`src/rtl/m65c02_bus_wait_ctrl_if.sv`:
```
// Bus bundle between the M65C02A core/MMU side and the external bus wait-state responder.
// The master drives the mapped access; the slave returns strobes, data and Rdy.
interface m65c02_bus_wait_ctrl_if;
  logic [1:0]  IO_Op;
  logic [19:0] PA;
  logic [14:0] CE;
  logic        Int_WS;
  logic        Ext_WS;
  logic [7:0]  XDI;
  logic        Rdy;
  logic [19:0] XA;
  logic [14:0] nCE;
  logic        nOE;
  logic        nWE;
  logic [7:0]  DO;
  logic        Bus_Err;

  modport master (
    output IO_Op, PA, CE, Int_WS, Ext_WS, XDI,
    input  Rdy, XA, nCE, nOE, nWE, DO, Bus_Err
  );

  modport slave (
    input  IO_Op, PA, CE, Int_WS, Ext_WS, XDI,
    output Rdy, XA, nCE, nOE, nWE, DO, Bus_Err
  );
endinterface

```
`src/rtl/m65c02_bus_wait_ctrl.sv`:
```
// External bus cycle responder: drives SRAM/ROM/IO strobes and the core Rdy, inserting
// internal wait states, honouring external stretch requests, and timing out stuck cycles.
module m65c02_bus_wait_ctrl #(
  parameter int pWS_Out = 2,
  parameter int pCnt_W  = 4,
  parameter int pTO     = 255,
  parameter int pTO_W   = 8
) (
  input  logic                  Clk,
  input  logic                  Rst,
  m65c02_bus_wait_ctrl_if.slave bus
);

  typedef enum logic {
    ST_IDLE = 1'b0,
    ST_WAIT = 1'b1
  } state_t;

  localparam logic [pCnt_W-1:0] WS_INIT = pCnt_W'(pWS_Out - 1);
  localparam logic [pTO_W-1:0]  TO_LAST = pTO_W'(pTO - 1);

  state_t             state, state_nxt;
  logic [pCnt_W-1:0]  cnt, cnt_nxt;
  logic [pTO_W-1:0]   to_cnt, to_nxt;

  logic op_active;
  logic ce_any;
  logic start;
  logic bus_act;
  logic cnt_done;
  logic to_last;

  assign op_active = (bus.IO_Op != 2'b00);
  assign ce_any    = |bus.CE;
  assign start     = Rst & op_active & ce_any & (bus.Int_WS | bus.Ext_WS) & (state == ST_IDLE);
  assign bus_act   = Rst & op_active & ce_any;
  assign cnt_done  = (cnt == '0);
  assign to_last   = (to_cnt == TO_LAST);

  always_ff @(posedge Clk) begin
    if (!Rst) begin
      state  <= ST_IDLE;
      cnt    <= '0;
      to_cnt <= '0;
    end else begin
      state  <= state_nxt;
      cnt    <= cnt_nxt;
      to_cnt <= to_nxt;
    end
  end

  // Internal wait count runs first; Ext_WS only matters once it has expired.
  always_comb begin
    state_nxt = state;
    cnt_nxt   = cnt;
    to_nxt    = to_cnt;
    case (state)
      ST_IDLE: begin
        if (start) begin
          state_nxt = ST_WAIT;
          cnt_nxt   = bus.Int_WS ? WS_INIT : '0;
          to_nxt    = '0;
        end
      end
      ST_WAIT: begin
        if (!cnt_done) begin
          cnt_nxt = cnt - 1'b1;
        end else if (!bus.Ext_WS || to_last) begin
          state_nxt = ST_IDLE;
        end else begin
          to_nxt = to_cnt + 1'b1;
        end
      end
      default: state_nxt = ST_IDLE;
    endcase
  end

  assign bus.Rdy = Rst & (((state == ST_IDLE) & ~start) |
                          ((state == ST_WAIT) & cnt_done & (~bus.Ext_WS | to_last)));

  // Error flag coincides with the forced-completion Rdy so the core sees both together.
  assign bus.Bus_Err = Rst & (state == ST_WAIT) & cnt_done & bus.Ext_WS & to_last;

  assign bus.XA  = bus_act ? bus.PA : '0;
  assign bus.nCE = ~(bus.CE & {15{bus_act}});
  assign bus.nOE = ~(bus_act & bus.IO_Op[1]);
  assign bus.nWE = ~(bus_act & (bus.IO_Op == 2'b01));
  assign bus.DO  = (bus_act & bus.IO_Op[1]) ? bus.XDI : '0;

endmodule
```
`src/flat_wrapper.sv`:
```
// flat-port wrapper written by rule: the top's interface ports become plain ports
module m65c02_bus_wait_ctrl_flat 
#(
  parameter int pWS_Out = 2,
  parameter int pCnt_W  = 4,
  parameter int pTO     = 255,
  parameter int pTO_W   = 8
)
  (Clk, Rst, bus_IO_Op, bus_PA, bus_CE, bus_Int_WS, bus_Ext_WS, bus_XDI, bus_Rdy, bus_XA, bus_nCE, bus_nOE, bus_nWE, bus_DO, bus_Bus_Err);
  m65c02_bus_wait_ctrl_if bus_i ();
  input  logic Clk;
  input  logic Rst;
  input wire logic [$bits(bus_i.IO_Op)-1:0] bus_IO_Op;
  input wire logic [$bits(bus_i.PA)-1:0] bus_PA;
  input wire logic [$bits(bus_i.CE)-1:0] bus_CE;
  input wire logic [$bits(bus_i.Int_WS)-1:0] bus_Int_WS;
  input wire logic [$bits(bus_i.Ext_WS)-1:0] bus_Ext_WS;
  input wire logic [$bits(bus_i.XDI)-1:0] bus_XDI;
  output wire logic [$bits(bus_i.Rdy)-1:0] bus_Rdy;
  output wire logic [$bits(bus_i.XA)-1:0] bus_XA;
  output wire logic [$bits(bus_i.nCE)-1:0] bus_nCE;
  output wire logic [$bits(bus_i.nOE)-1:0] bus_nOE;
  output wire logic [$bits(bus_i.nWE)-1:0] bus_nWE;
  output wire logic [$bits(bus_i.DO)-1:0] bus_DO;
  output wire logic [$bits(bus_i.Bus_Err)-1:0] bus_Bus_Err;
  assign bus_i.IO_Op = bus_IO_Op;
  assign bus_i.PA = bus_PA;
  assign bus_i.CE = bus_CE;
  assign bus_i.Int_WS = bus_Int_WS;
  assign bus_i.Ext_WS = bus_Ext_WS;
  assign bus_i.XDI = bus_XDI;
  assign bus_Rdy = bus_i.Rdy;
  assign bus_XA = bus_i.XA;
  assign bus_nCE = bus_i.nCE;
  assign bus_nOE = bus_i.nOE;
  assign bus_nWE = bus_i.nWE;
  assign bus_DO = bus_i.DO;
  assign bus_Bus_Err = bus_i.Bus_Err;
  m65c02_bus_wait_ctrl #(.pWS_Out(pWS_Out), .pCnt_W(pCnt_W), .pTO(pTO), .pTO_W(pTO_W)) u_core (.Clk(Clk), .Rst(Rst), .bus(bus_i));
endmodule
```
`config.mk`:
```
export PLATFORM = sky130hd
export DESIGN_NAME = m65c02_bus_wait_ctrl_flat
export DESIGN_NICKNAME = d
export VERILOG_FILES = /design/src/rtl/m65c02_bus_wait_ctrl_if.sv /design/src/rtl/m65c02_bus_wait_ctrl.sv /design/src/flat_wrapper.sv
export SDC_FILE = /design/constraint.sdc
export NUM_CORES = 1
export LEC_CHECK = 0
export BUFFER_PORTS_ARGS = -buffer_cell sky130_fd_sc_hd__clkbuf_2
export CORE_MARGIN = 1
export CORE_UTILIZATION = 39
export CTS_CLUSTER_DIAMETER = 100
export DETAILED_ROUTE_END_ITERATION = 6
export PLACE_DENSITY = 0.8
export SLEW_MARGIN = 10
export SYNTH_ARGS = -nofsm -noshare
export SYNTH_HDL_FRONTEND = slang
export SYNTH_SLANG_ARGS = --single-unit
export TNS_END_PERCENT = 10
```
`constraint.sdc`:
```
create_clock -name Clk -period 2.5 [get_ports Clk]
set_clock_uncertainty 0.2 [all_clocks]
set_input_delay 0.125 -clock Clk [delete_from_list [all_inputs] [get_ports Clk]]
set_output_delay 0.125 -clock Clk [all_outputs]
set_load 0.01 [all_outputs]
```
==> reports/metrics.cfg <==
[setup_path]
slowest_stage = or3_1
r2r_slack_ns = 0.41
end_kind = output port
path_cells = inv_1 -> ha_1 -> nand3_1 -> or3_1 -> nand3_1 -> and3_1 -> clkbuf_2
path_max_fanout = 8
path_class = reg2out
slowest_delay_ns = 0.46
crit_path_start_kind = flip-flop
arrival_ns = 1.88
worstPathRequired_ns = 2.17
path_common_cell = nand3_1

[power]
power.density_mw_per_mm2 = 326.4
total_power_uw = 559.1
p_leak_nw = 0.8215
vdd_ir_drop_max_uv = 195.0

[sta]
slew_viol_final = 0
layout_min_cycle_time_ns = 2.202
layout_setup_ws_ns = 0.2978
tns_ns = 0
final-setup-viol-count = 0
fin_crit_sh_pct = 88.09
hold_viol = 0
fmax_mhz = 454.1
worst_pin_slew_ns = 0.6261
relSlewSlack_pct = 57.94
whs_ns = 0.06896
rsz0062_at_grt = false

[synth]
synth_async_sr_flop_share_pct = 0
synth_area_leader_cell = dfxtp_1
ys_types = 42
yosys_warnings = 0
synth_seq_cells = 13
syn_nets = 208
yosysSeqAreaShare_pct = 22.10
synth.top_cell.area_share_pct = 22.10
netlist_instances = 156
synth_edf_count = 0
synth_area_mm2 = 0.001177
syn_avg_cell_area_um2 = 7.547
yosys-top-cells-area = dfxtp_1 (22%), and2_1 (11%), nand2_1 (7.0%), and2_4 (6.0%), ha_1 (3.2%)
synth_flop_cell = dfxtp_1

[detailed_routing]
wire_per_inst_um = 12.53
dr.first_iter.drc_count = 59
first_pass_iters = 6
drc_errors = 8
ant_nets = 0
wl_um = 3522
num_vias = 1476
drt-vias-per-instance = 5.253

[worst_hold_path]
min_path_type = in2reg

[place]
dp_hpwl_um = 2721
routabilityCongestion = 0.7676
place_ws_ns = 0.3231
port_buffers = 95
placed_area_mm2 = 0.001667

[global_routing]
overflow = 0
grt_pass1_vias = 1305
grt_pass1_wl_um = 5837
antenna_found_initial = 0
grt_use_total_pct = 22.60
grt_max_degree = 33

[floorplanning]
die_w_um = 56.95
die_h_um = 56.95
core_area_mm2 = 0.002805
initial_core_util_pct = 41.97
dieArea_mm2 = 0.003243
num_io_pins = 96
num_rows = 19

[cts]
clk_pin_slew_ns = 0.08
cts_tree = yes
post-cts-setup-buffers = 0
h-tree-depth = 1
cts_buffers = 3
clock_tree.root_cell = clkbuf_4
clock_latency_ns = 0.28
cts_num_sinks = 13
clockBufferDepth = 2

[cells_and_area]
antenna_cells = 0
mostFrequentLayoutCell = clkbuf_2
final_nets = 303
syn_to_final_growth_pct = 45.48
drive_above_1_share_pct = 46.40
final_cell_mix = clkbuf_2 (95), nand2_1 (22), and2_1 (20)
final_area_mm2 = 0.001713

[run]
maxCapViolations = 0

[run_status]
violations = design-rule violations
outcome = finished, violations left

-- path summary, 6_finish.rpt --
check,depth (start not counted),endpoint,startpoint
worst max register to register,6,u_core.to_cnt[5],u_core.to_cnt[0]
worst max-delay path,7,bus_Rdy,u_core.to_cnt[0]
worst min-delay path,3,u_core.cnt[1],Rst
worst min register to register,1,u_core.to_cnt[7],u_core.to_cnt[7]
-- layout make-up --
cell class	count	area (um^2)
clock buffer	4	26.28
timing repair buffer	100	518.0
sequential	13	260.3
multi-input combinational	128	850.8
inverter	5	18.77
fill	266	1092
tap	31	38.79
-- critical path: cells and delay by family (launching register included) --
kind,cells,cell delay (ns)
fa+ha+maj,1,0.15
buf+inv,2,0.21
flops,1,0.37
simple gates,4,0.86
-- kinds of logic (layout without fill, tap and decap cells) --
logic type | Yosys count | after routing | synth area share [%]
and+or+nand+nor | 89 | 89 | 44.95
AOI/OAI and AO/OA | 35 | 35 | 23.27
buffers and inverters | 15 | 109 | 5.632
DFF | 13 | 13 | 22.10
adders and majority gates | 3 | 3 | 3.188
muxes | 1 | 1 | 0.8502
-- registers in the layout, summed over array words and instances (netlist names) --
name,cells
u_core.cnt,4
u_core.to_cnt,8
u_core.state,1
-- synth_stat cells, drive strengths merged, types with 4 or more instances --
library cell	count
a21oi	6
and2	28
clkbuf	7
dfxtp	13
inv	4
nand2	22
nand3	6
nand3b	5
nor2	7
nor3	4
o21ai	4
or4	4
-- stage by stage --
step                std cells  utilization (%)
floorplan                 156                -
global placement          275            59.41
detailed placement        275            59.41
CTS                       281            61.06
global route              281            61.06
finish                    281            61.06
-- report_power, final --
| part | total, mW | switching (mW) | internal [mW] |
|---|---|---|---|
| Sequential | 0.222 | 0.00983 | 0.212 |
| Clock | 0.134 | 0.0720 | 0.0620 |
| Combinational | 0.203 | 0.106 | 0.0975 |
| Total | 0.559 | 0.187 | 0.372 |
-- routing by layer --
layer	up-vias	GRT usage, %	part of all wire (%)
li1	760	-	-
met1	628	27.71	42
met2	71	36.13	49
met3	17	7.256	7.1
met4	0	10.45	2.5
met5	-	0	0
-- repair_timing --
item                       4_1_cts  5_1_grt
hold buffers                     2        0
hold endpoints to repair         2        0
gates resized for setup          0        0
setup endpoints to repair        0        0
(Power assumes the default switching activity.)
